### src/rtl/serial_shift_rotate_unit_pkg.sv
// Shared constants and types for the sequential shift/rotate unit.
// The combinational decoder uses the same opcode constants.
package shift_rotate_pkg;

    localparam int unsigned WIDTH = 32;
    localparam int unsigned AMT_W = 5;
    localparam int unsigned OP_W  = 2;
    localparam int unsigned B_W   = OP_W + AMT_W;

    typedef enum logic [OP_W-1:0] {
        OP_LSL = 2'b00,
        OP_LSR = 2'b01,
        OP_ASR = 2'b10,
        OP_ROR = 2'b11
    } op_e;

    typedef enum logic [1:0] {
        IDLE  = 2'b00,
        SHIFT = 2'b01,
        DONE  = 2'b10
    } state_e;

    // Control word layout on B: {op, amount}
    typedef struct packed {
        op_e              op;
        logic [AMT_W-1:0] amt;
    } ctrl_t;

endpackage

### src/rtl/serial_shift_rotate_unit_if.sv
// Request/response handshake bundle between requester and the shift/rotate unit.
interface serial_shift_rotate_unit_if;
    import shift_rotate_pkg::*;

    logic             in_valid;
    logic             in_ready;
    logic [WIDTH-1:0] A;
    logic [B_W-1:0]   B;
    logic             out_valid;
    logic             out_ready;
    logic [WIDTH-1:0] C;
    logic             carry;

    modport master (
        output in_valid, A, B, out_ready,
        input  in_ready, out_valid, C, carry
    );

    modport slave (
        input  in_valid, A, B, out_ready,
        output in_ready, out_valid, C, carry
    );

endinterface

### src/rtl/serial_shift_rotate_unit_shift_step.sv
// One single-bit shift or rotate step; out bit is the bit leaving the word.
module shift_step
    import shift_rotate_pkg::*;
(
    input  op_e              i_op,
    input  logic [WIDTH-1:0] i_data,
    output logic [WIDTH-1:0] o_next_data_c,
    output logic             o_out_bit_c
);

    always_comb begin
        o_next_data_c = i_data;
        o_out_bit_c   = 1'b0;
        unique case (i_op)
            OP_LSL: begin
                o_out_bit_c   = i_data[WIDTH-1];
                o_next_data_c = {i_data[WIDTH-2:0], 1'b0};
            end
            OP_LSR: begin
                o_out_bit_c   = i_data[0];
                o_next_data_c = {1'b0, i_data[WIDTH-1:1]};
            end
            OP_ASR: begin
                o_out_bit_c   = i_data[0];
                o_next_data_c = {i_data[WIDTH-1], i_data[WIDTH-1:1]};
            end
            OP_ROR: begin
                o_out_bit_c   = i_data[0];
                o_next_data_c = {i_data[0], i_data[WIDTH-1:1]};
            end
        endcase
    end

endmodule

### src/rtl/serial_shift_rotate_unit.sv
// Sequential shift/rotate responder: accepts A/B, performs one bit step per clock,
// and returns C/carry over a valid/ready handshake.
module serial_shift_rotate_unit
    import shift_rotate_pkg::*;
(
    input  logic                       clk,
    input  logic                       rst_n,
    serial_shift_rotate_unit_if.slave  bus
);

    state_e           r_state;
    state_e           w_state_nxt;
    op_e              r_op;
    logic [AMT_W-1:0] r_cnt;
    logic [WIDTH-1:0] r_c;
    logic             r_carry;
    logic             r_in_ready;
    logic             r_out_valid;
    logic             w_in_ready_nxt;
    logic             w_out_valid_nxt;
    ctrl_t            w_ctrl;
    logic [WIDTH-1:0] w_step_data;
    logic             w_step_bit;

    assign w_ctrl = ctrl_t'(bus.B);

    shift_step u_shift_step (
        .i_op          (r_op),
        .i_data        (r_c),
        .o_next_data_c (w_step_data),
        .o_out_bit_c   (w_step_bit)
    );

    // State, handshake flags and datapath registers
    always_ff @(posedge clk) begin
        if (!rst_n) begin
            r_state     <= IDLE;
            r_in_ready  <= 1'b1;
            r_out_valid <= 1'b0;
            r_c         <= '0;
            r_carry     <= 1'b0;
            r_cnt       <= '0;
            r_op        <= OP_LSL;
        end else begin
            r_state     <= w_state_nxt;
            r_in_ready  <= w_in_ready_nxt;
            r_out_valid <= w_out_valid_nxt;
            case (r_state)
                IDLE: begin
                    if (bus.in_valid) begin
                        r_c     <= bus.A;
                        r_carry <= 1'b0;
                        r_op    <= w_ctrl.op;
                        r_cnt   <= w_ctrl.amt;
                    end
                end
                SHIFT: begin
                    r_c     <= w_step_data;
                    r_carry <= w_step_bit;
                    r_cnt   <= r_cnt - AMT_W'(1);
                end
                default: ;
            endcase
        end
    end

    always_comb begin
        w_state_nxt = r_state;
        case (r_state)
            IDLE: begin
                if (bus.in_valid) begin
                    w_state_nxt = (w_ctrl.amt == '0) ? DONE : SHIFT;
                end
            end
            SHIFT: begin
                if (r_cnt == AMT_W'(1)) begin
                    w_state_nxt = DONE;
                end
            end
            DONE: begin
                if (bus.out_ready) begin
                    w_state_nxt = IDLE;
                end
            end
            default: w_state_nxt = IDLE;
        endcase
    end

    // Handshake flags are registered copies of the upcoming state decode
    always_comb begin
        w_in_ready_nxt  = 1'b0;
        w_out_valid_nxt = 1'b0;
        w_in_ready_nxt  = (w_state_nxt == IDLE);
        w_out_valid_nxt = (w_state_nxt == DONE);
    end

    assign bus.in_ready  = r_in_ready;
    assign bus.out_valid = r_out_valid;
    assign bus.C         = r_c;
    assign bus.carry     = r_carry;

endmodule

### src/flat_wrapper.sv
// flat-port wrapper written by rule: the top's interface ports become plain ports
module serial_shift_rotate_unit_flat import shift_rotate_pkg::*;
  (clk, rst_n, bus_in_valid, bus_A, bus_B, bus_out_ready, bus_in_ready, bus_out_valid, bus_C, bus_carry);
  serial_shift_rotate_unit_if bus_i ();
  input  logic clk;
  input  logic rst_n;
  input wire logic [$bits(bus_i.in_valid)-1:0] bus_in_valid;
  input wire logic [$bits(bus_i.A)-1:0] bus_A;
  input wire logic [$bits(bus_i.B)-1:0] bus_B;
  input wire logic [$bits(bus_i.out_ready)-1:0] bus_out_ready;
  output wire logic [$bits(bus_i.in_ready)-1:0] bus_in_ready;
  output wire logic [$bits(bus_i.out_valid)-1:0] bus_out_valid;
  output wire logic [$bits(bus_i.C)-1:0] bus_C;
  output wire logic [$bits(bus_i.carry)-1:0] bus_carry;
  assign bus_i.in_valid = bus_in_valid;
  assign bus_i.A = bus_A;
  assign bus_i.B = bus_B;
  assign bus_i.out_ready = bus_out_ready;
  assign bus_in_ready = bus_i.in_ready;
  assign bus_out_valid = bus_i.out_valid;
  assign bus_C = bus_i.C;
  assign bus_carry = bus_i.carry;
  serial_shift_rotate_unit u_core (.clk(clk), .rst_n(rst_n), .bus(bus_i));
endmodule
### config.mk
export PLATFORM = sky130hd
export DESIGN_NAME = serial_shift_rotate_unit_flat
export DESIGN_NICKNAME = d
export VERILOG_FILES = /design/src/rtl/serial_shift_rotate_unit_pkg.sv /design/src/rtl/serial_shift_rotate_unit_if.sv /design/src/rtl/serial_shift_rotate_unit_shift_step.sv /design/src/rtl/serial_shift_rotate_unit.sv /design/src/flat_wrapper.sv
export SDC_FILE = /design/constraint.sdc
export NUM_CORES = 1
export LEC_CHECK = 0
export ABC_CLOCK_PERIOD_IN_PS = 3200
export CORE_MARGIN = 10
export CORE_UTILIZATION = 50
export DETAILED_ROUTE_END_ITERATION = 8
export GPL_ROUTABILITY_DRIVEN = 1
export PLACE_DENSITY = 0.84
export SLEW_MARGIN = 20
export SYNTH_ARGS = -nofsm -noshare
export SYNTH_HDL_FRONTEND = slang
export SYNTH_SLANG_ARGS = --single-unit
### constraint.sdc
create_clock -name clk -period 3.2 [get_ports clk]
set_clock_uncertainty 0.2 [all_clocks]
set_input_delay 0.48 -clock clk [delete_from_list [all_inputs] [get_ports clk]]
set_output_delay 0.48 -clock clk [all_outputs]
set_load 0.02 [all_outputs]
Word-level counts from Yosys, hierarchy flattened
Index checks and enable logic that the tools add are counted.
{ "totals": {"regBits": 44, "output_inout_bits": 35, "elab_cells": 40} }
{ "classes": {"n_addsub": 1, "n_eq_ne": 9, "n_mux": 13, "reduce_logical": 9} }
{ "op_table": {"columns": ["op", "count"], "rows": [
  ["case mux 32 bit (4 select lines)", 1],
  ["case mux 32 bit (2 select lines)", 1],
  ["two-way mux 32 bit", 1],
  ["case mux 5 bit (2 select lines)", 1],
  ["== test 2 bit (second input constant)", 4],
  ["two-way mux 2 bit", 4],
  ["logical NOT 2 bit", 3],
  ["case mux 2 bit (3 select lines)", 1],
  ["== test 5 x 1 -> 1 bit (second input constant)", 1],
  ["logical NOT 5 bit", 1],
  ["two-way mux 5 bit", 1],
  ["subtractor 5 x 1 -> 5 bit (second input constant)", 1],
  ["== test 2 x 1 -> 1 bit (second input constant)", 2],
  ["!= test 2 bit (second input constant)", 2],
  ["case mux 1 bit (2 select lines)", 2],
  ["AND reduction 2 bit", 2],
  ["AND reduction 3 bit", 1],
  ["OR reduction 3 bit", 1],
  ["nonzero test 2 bit", 1],
  ["two-way mux 1 bit", 1]
]} }

Logic depth before layout (Yosys ltp)
{ "depth": {"depth_word": 5, "mapped_depth": 6, "ltp_nobuf": 5} }

Modules after synthesis
A second synthesis with hierarchy kept.
{ "unflattened": {"hier_cells": 287, "area_unflattened_um2": 2622.5} }
{ "by_module_without_submodules": {"columns": ["module", "n_inst", "cells_each", "area_per_inst_um2", "seq_area_each_um2"], "rows": [
  ["serial_shift_rotate_unit", 1, 248, 2194.6, 880.8],
  ["shift_step", 1, 39, 427.9, 0.0]
]} }

Worst setup path after synthesis
No wires, ideal clock.
{ "synth_timing": {"kind": "input port to flip-flop", "from": "in bus_in_valid", "to": "reg u_core.r_cnt[2]", "arrival_time_ps": 1146, "required_time_ps": 2878, "setup_slack_ps": 1732, "stages": 4, "path_buffers": 1, "cell_sequence": "or3b_1 -> buf_2 -> o221ai_1 -> a21oi_1"} }
{ "synth_between": {"elab_chain_len": 2} }
{ "synth_rtl": {"columns": ["element", "line", "source"], "rows": [
  ["start: declaration", "flat_wrapper.sv:7", "input wire logic [$bits(bus_i.in_valid)-1:0] bus_in_valid;"],
  ["!= test 2 bit (no line)", null, null],
  ["AND reduction 2 bit (no line)", null, null],
  ["end signal: assignment", "serial_shift_rotate_unit.sv:54", "r_cnt <= w_ctrl.amt;"],
  ["end signal: assignment", "serial_shift_rotate_unit.sv:60", "r_cnt <= r_cnt - AMT_W'(1);"],
  ["end: declaration", "serial_shift_rotate_unit.sv:14", "logic [AMT_W-1:0] r_cnt;"]
]} }
No other way between the ends.
A chain may end at the register's enable or synchronous reset.

Worst setup path in the final report
{ "layout_timing": {"from": "reg u_core.r_state[0]", "to": "reg u_core.r_c[23] (netlist: u_core.bus.C[23])"} }
{ "layout_between": {"elab_chain_len": 3, "elab_cells_between_ends": 6} }
{ "layout_rtl": {"columns": ["element", "line", "source"], "rows": [
  ["start: declaration", "serial_shift_rotate_unit.sv:11", "state_e r_state;"],
  ["start signal: assignment", "serial_shift_rotate_unit.sv:45", "r_state <= w_state_nxt;"],
  ["== test 2 x 1 -> 1 bit / logical NOT 2 bit (equally long branches)", "serial_shift_rotate_unit.sv:48", "case (r_state)"],
  ["nonzero test 2 bit (no line) / != test 2 bit (equally long branches)", null, null],
  ["AND reduction 2 bit (no line)", null, null],
  ["end signal: assignment", "serial_shift_rotate_unit.sv:51", "r_c <= bus.A;"],
  ["end signal: assignment", "serial_shift_rotate_unit.sv:58", "r_c <= w_step_data;"],
  ["end: declaration", "serial_shift_rotate_unit.sv:15", "logic [WIDTH-1:0] r_c;"]
]} }
Parallel ways exist; a longest one is shown, timed or not.

==> flow_summary.json <==
{
  "status": "completed",
  "wire_per_inst_um": 16.7,
  "initial_core_util_pct": 51.9,
  "layout.cells.non_filler": 427,
  "die_y_um": 90.3,
  "fillers": 404,
  "postSynthAreaPerCell_sq_um": 8.23,
  "grt_pass1_vias": 2395,
  "swShare_pct": 33.6,
  "setup_slack_ps": 968,
  "synth_cells": 300,
  "finalHoldViolCount": 0,
  "ir_worst_vdd_mv": 0.293,
  "syn-num-nets": 345,
  "cts_tree": "done",
  "num_antenna_cells": 0,
  "hold_class": "flop to flop",
  "startpoint_type": "flop",
  "drive_above_1_share_pct": 6.67,
  "slew-limit-headroom_pct": 53.4,
  "insertion_delay_ps": 290,
  "cts-htree-levels": 2,
  "wirelength_um": 7120,
  "fin_nets": 404,
  "area_growth_pct": 35.0,
  "die_area_sq_um": 8150,
  "place_worst_setup_slack_ps": 885,
  "setup_viol": 0,
  "gp_congestion": 0.828,
  "clkTransAtPathRegs_ps": 80,
  "grt_usage_pct": 16.9,
  "grt_max_degree": 37,
  "grt-ovfl-total": 0,
  "dr.pass1.iters": 4,
  "placedCellCount": 419,
  "synth_warnings": 0,
  "cts_setup_buffers": 0,
  "cp_max_fo": 22,
  "maxSlewViolCount": 0,
  "grt_setup_unrepaired": "false",
  "finalCritPeriodShare_pct": 69.8,
  "max_freq_mhz": 448,
  "end_kind": "flop",
  "min_period_ps": 2230,
  "cts_hold_buf": 0,
  "clockBufferDepth": 2,
  "power_density_nw_per_um2": 533,
  "p_leak_uw": 0.00120,
  "cp_data_arrival_time_ps": 2230,
  "drv_cap": 0,
  "ant_nets": 0,
  "fin_hold_ws_ps": 286,
  "cts_sinks": 44,
  "p_int_uw": 1180,
  "seq_area_frac_synth_pct": 35.7,
  "coreArea_sq_um": 4750,
  "port_buffers": 77,
  "tightestPinTransition_ps": 699,
  "drc": 0,
  "viasPerCell": 5.87,
  "cts_resized": 0,
  "drtIter0Drc": 224,
  "die_w_um": 90.3,
  "comb_power_share_pct": 33.5,
  "synth.distinct_cells": 41,
  "p_switching_uw": 597,
  "ys_ff_latch": 44,
  "io_pins": 78,
  "row_count": 25,
  "cts_root_buf": "clkbuf_8",
  "antenna_found_initial": 0,
  "syn_area_sq_um": 2470,
  "hpwl_um": 4950,
  "p_seq_share_pct": 40.4,
  "pwr-share-clk_pct": 26.1,
  "fin_setup_tns_ps": 0,
  "vias": 2506,
  "cts_buffers": 5,
  "grt_first_pass_wirelength_um": 11800,
  "critPathKind": "flop to flop",
  "crit_required_ps": 3200
}
==> worst max-delay path, cell delays in order (launching register included) <==
cell     delay, ps
dfxtp_1        670
nor2b_2        590
buf_4          360
nor2_1          70
o31ai_1        230
==> final timing paths <==
| kind | start | to | slack [ps] | cells after the start |
|---|---|---|---|---|
| worst max-delay path | u_core.r_state[0] | u_core.bus.C[23] | 970 | 4 |
| worst min-delay path | u_core.bus.carry | u_core.bus.carry | 290 | 2 |
| worst max register to register | u_core.r_state[0] | u_core.bus.C[23] | 970 | 4 |
| worst min register to register | u_core.bus.carry | u_core.bus.carry | 290 | 2 |
==> cell usage after synthesis, drive strengths merged <==
library cell | count | area share [%]
o221ai | 1 | 0.35
a2bb2oi | 1 | 0.35
inv | 6 | 0.91
o211ai | 2 | 0.61
o21bai | 1 | 0.46
nor4b | 1 | 0.35
a21o | 1 | 0.35
nand2b | 1 | 0.25
o21a | 31 | 9.4
and3 | 1 | 0.25
o21ba | 2 | 0.81
o22ai | 3 | 0.76
nand3b | 1 | 0.30
nor3b | 5 | 1.7
o41ai | 1 | 0.35
ha | 2 | 1.0
o311a | 1 | 0.41
a211oi | 32 | 9.7
buf | 28 | 6.7
o221a | 1 | 0.46
and3b | 1 | 0.35
nor3 | 2 | 0.41
o21ai | 5 | 1.0
clkbuf | 5 | 0.76
nor2 | 34 | 5.3
o31ai | 30 | 9.1
dfxtp | 44 | 36
or3b | 1 | 0.35
or3 | 2 | 0.51
nand2 | 9 | 1.4
a31oi | 1 | 0.25
a32oi | 1 | 0.35
nand3 | 31 | 6.3
a21oi | 10 | 2.2
nor2b | 2 | 0.51
==> flip-flops by register name (all words and copies together), names as in the netlist <==
signal / count
u_core.bus.out_valid: 1
u_core.r_op: 2
u_core.r_state: 2
u_core.bus.carry: 1
u_core.bus.in_ready: 1
u_core.r_cnt: 5
u_core.bus.C: 32
==> stage by stage <==
stage | instance area [sq um] | power [uW] | utilization (%)
after floorplan | 2470 | 1080 | -
after global placement | 3200 | 1310 | 67.3
after detailed placement | 3200 | 1320 | 67.3
after CTS | 3330 | 1790 | 70.0
after global routing | 3330 | 1870 | 70.1
final | 3330 | 1780 | 70.1
==> routing by layer <==
layer / track usage (%) / vias up / routed length (um)
met1: 22.2 / 1179 / 3240
met2: 26.3 / 85 / 3370
met3: 4.82 / 5 / 453
met4: 4.38 / 0 / 53
li1: - / 1237 / -
met5: 0 / - / 0
==> power by group through the flow <==
stage	combinational (uW)	clock [uW]	sequential [uW]
3_5_place_dp	597	0	728
4_1_cts	600	474	715
3_3_place_gp	589	0	725
2_1_floorplan	309	0	774
5_1_grt	648	495	729
6_report	595	464	717
==> cell type report <==
type	instances	area (sq um)	area share, %
inverter	6	22.5	0.676
tap	67	83.8	2.52
timing repair buffer	85	831	24.9
multi-input combinational	217	1390	41.7
sequential	44	881	26.4
clock inverter	1	30.0	0.901
clock buffer	7	96.3	2.89
==> cells in the final DEF, fill, tap and decap left out, types with 2 or more instances in the layout <==
| cell | synthesis | routed |
|---|---|---|
| dfxtp_1 | 44 | 44 |
| o22ai_1 | 3 | 3 |
| nor3_1 | 2 | 2 |
| nor3b_1 | 4 | 4 |
| o211ai_1 | 2 | 2 |
| nand3_1 | 31 | 31 |
| o21ai_0 | 5 | 5 |
| inv_1 | 6 | 6 |
| or3_1 | 2 | 2 |
| a21oi_1 | 9 | 9 |
| clkdlybuf4s50_1 | 0 | 77 |
| a211oi_1 | 32 | 32 |
| nand2_1 | 9 | 9 |
| ha_1 | 2 | 2 |
| clkbuf_8 | 0 | 7 |
| nor2_1 | 33 | 33 |
| buf_4 | 5 | 8 |
| o21a_1 | 31 | 31 |
| o31ai_1 | 30 | 30 |
==> cell families after synthesis <==
family | after synthesis | synth area share (%)
AND/OR/NAND/NOR | 91 | 17.9
adder cells (fa/ha/maj) | 2 | 1.01
buffers and inverters | 39 | 8.36
AO/OA/AOI/OAI | 124 | 37.0
flip-flops | 44 | 35.7
No activity file was read; power rests on OpenSTA's default activity.
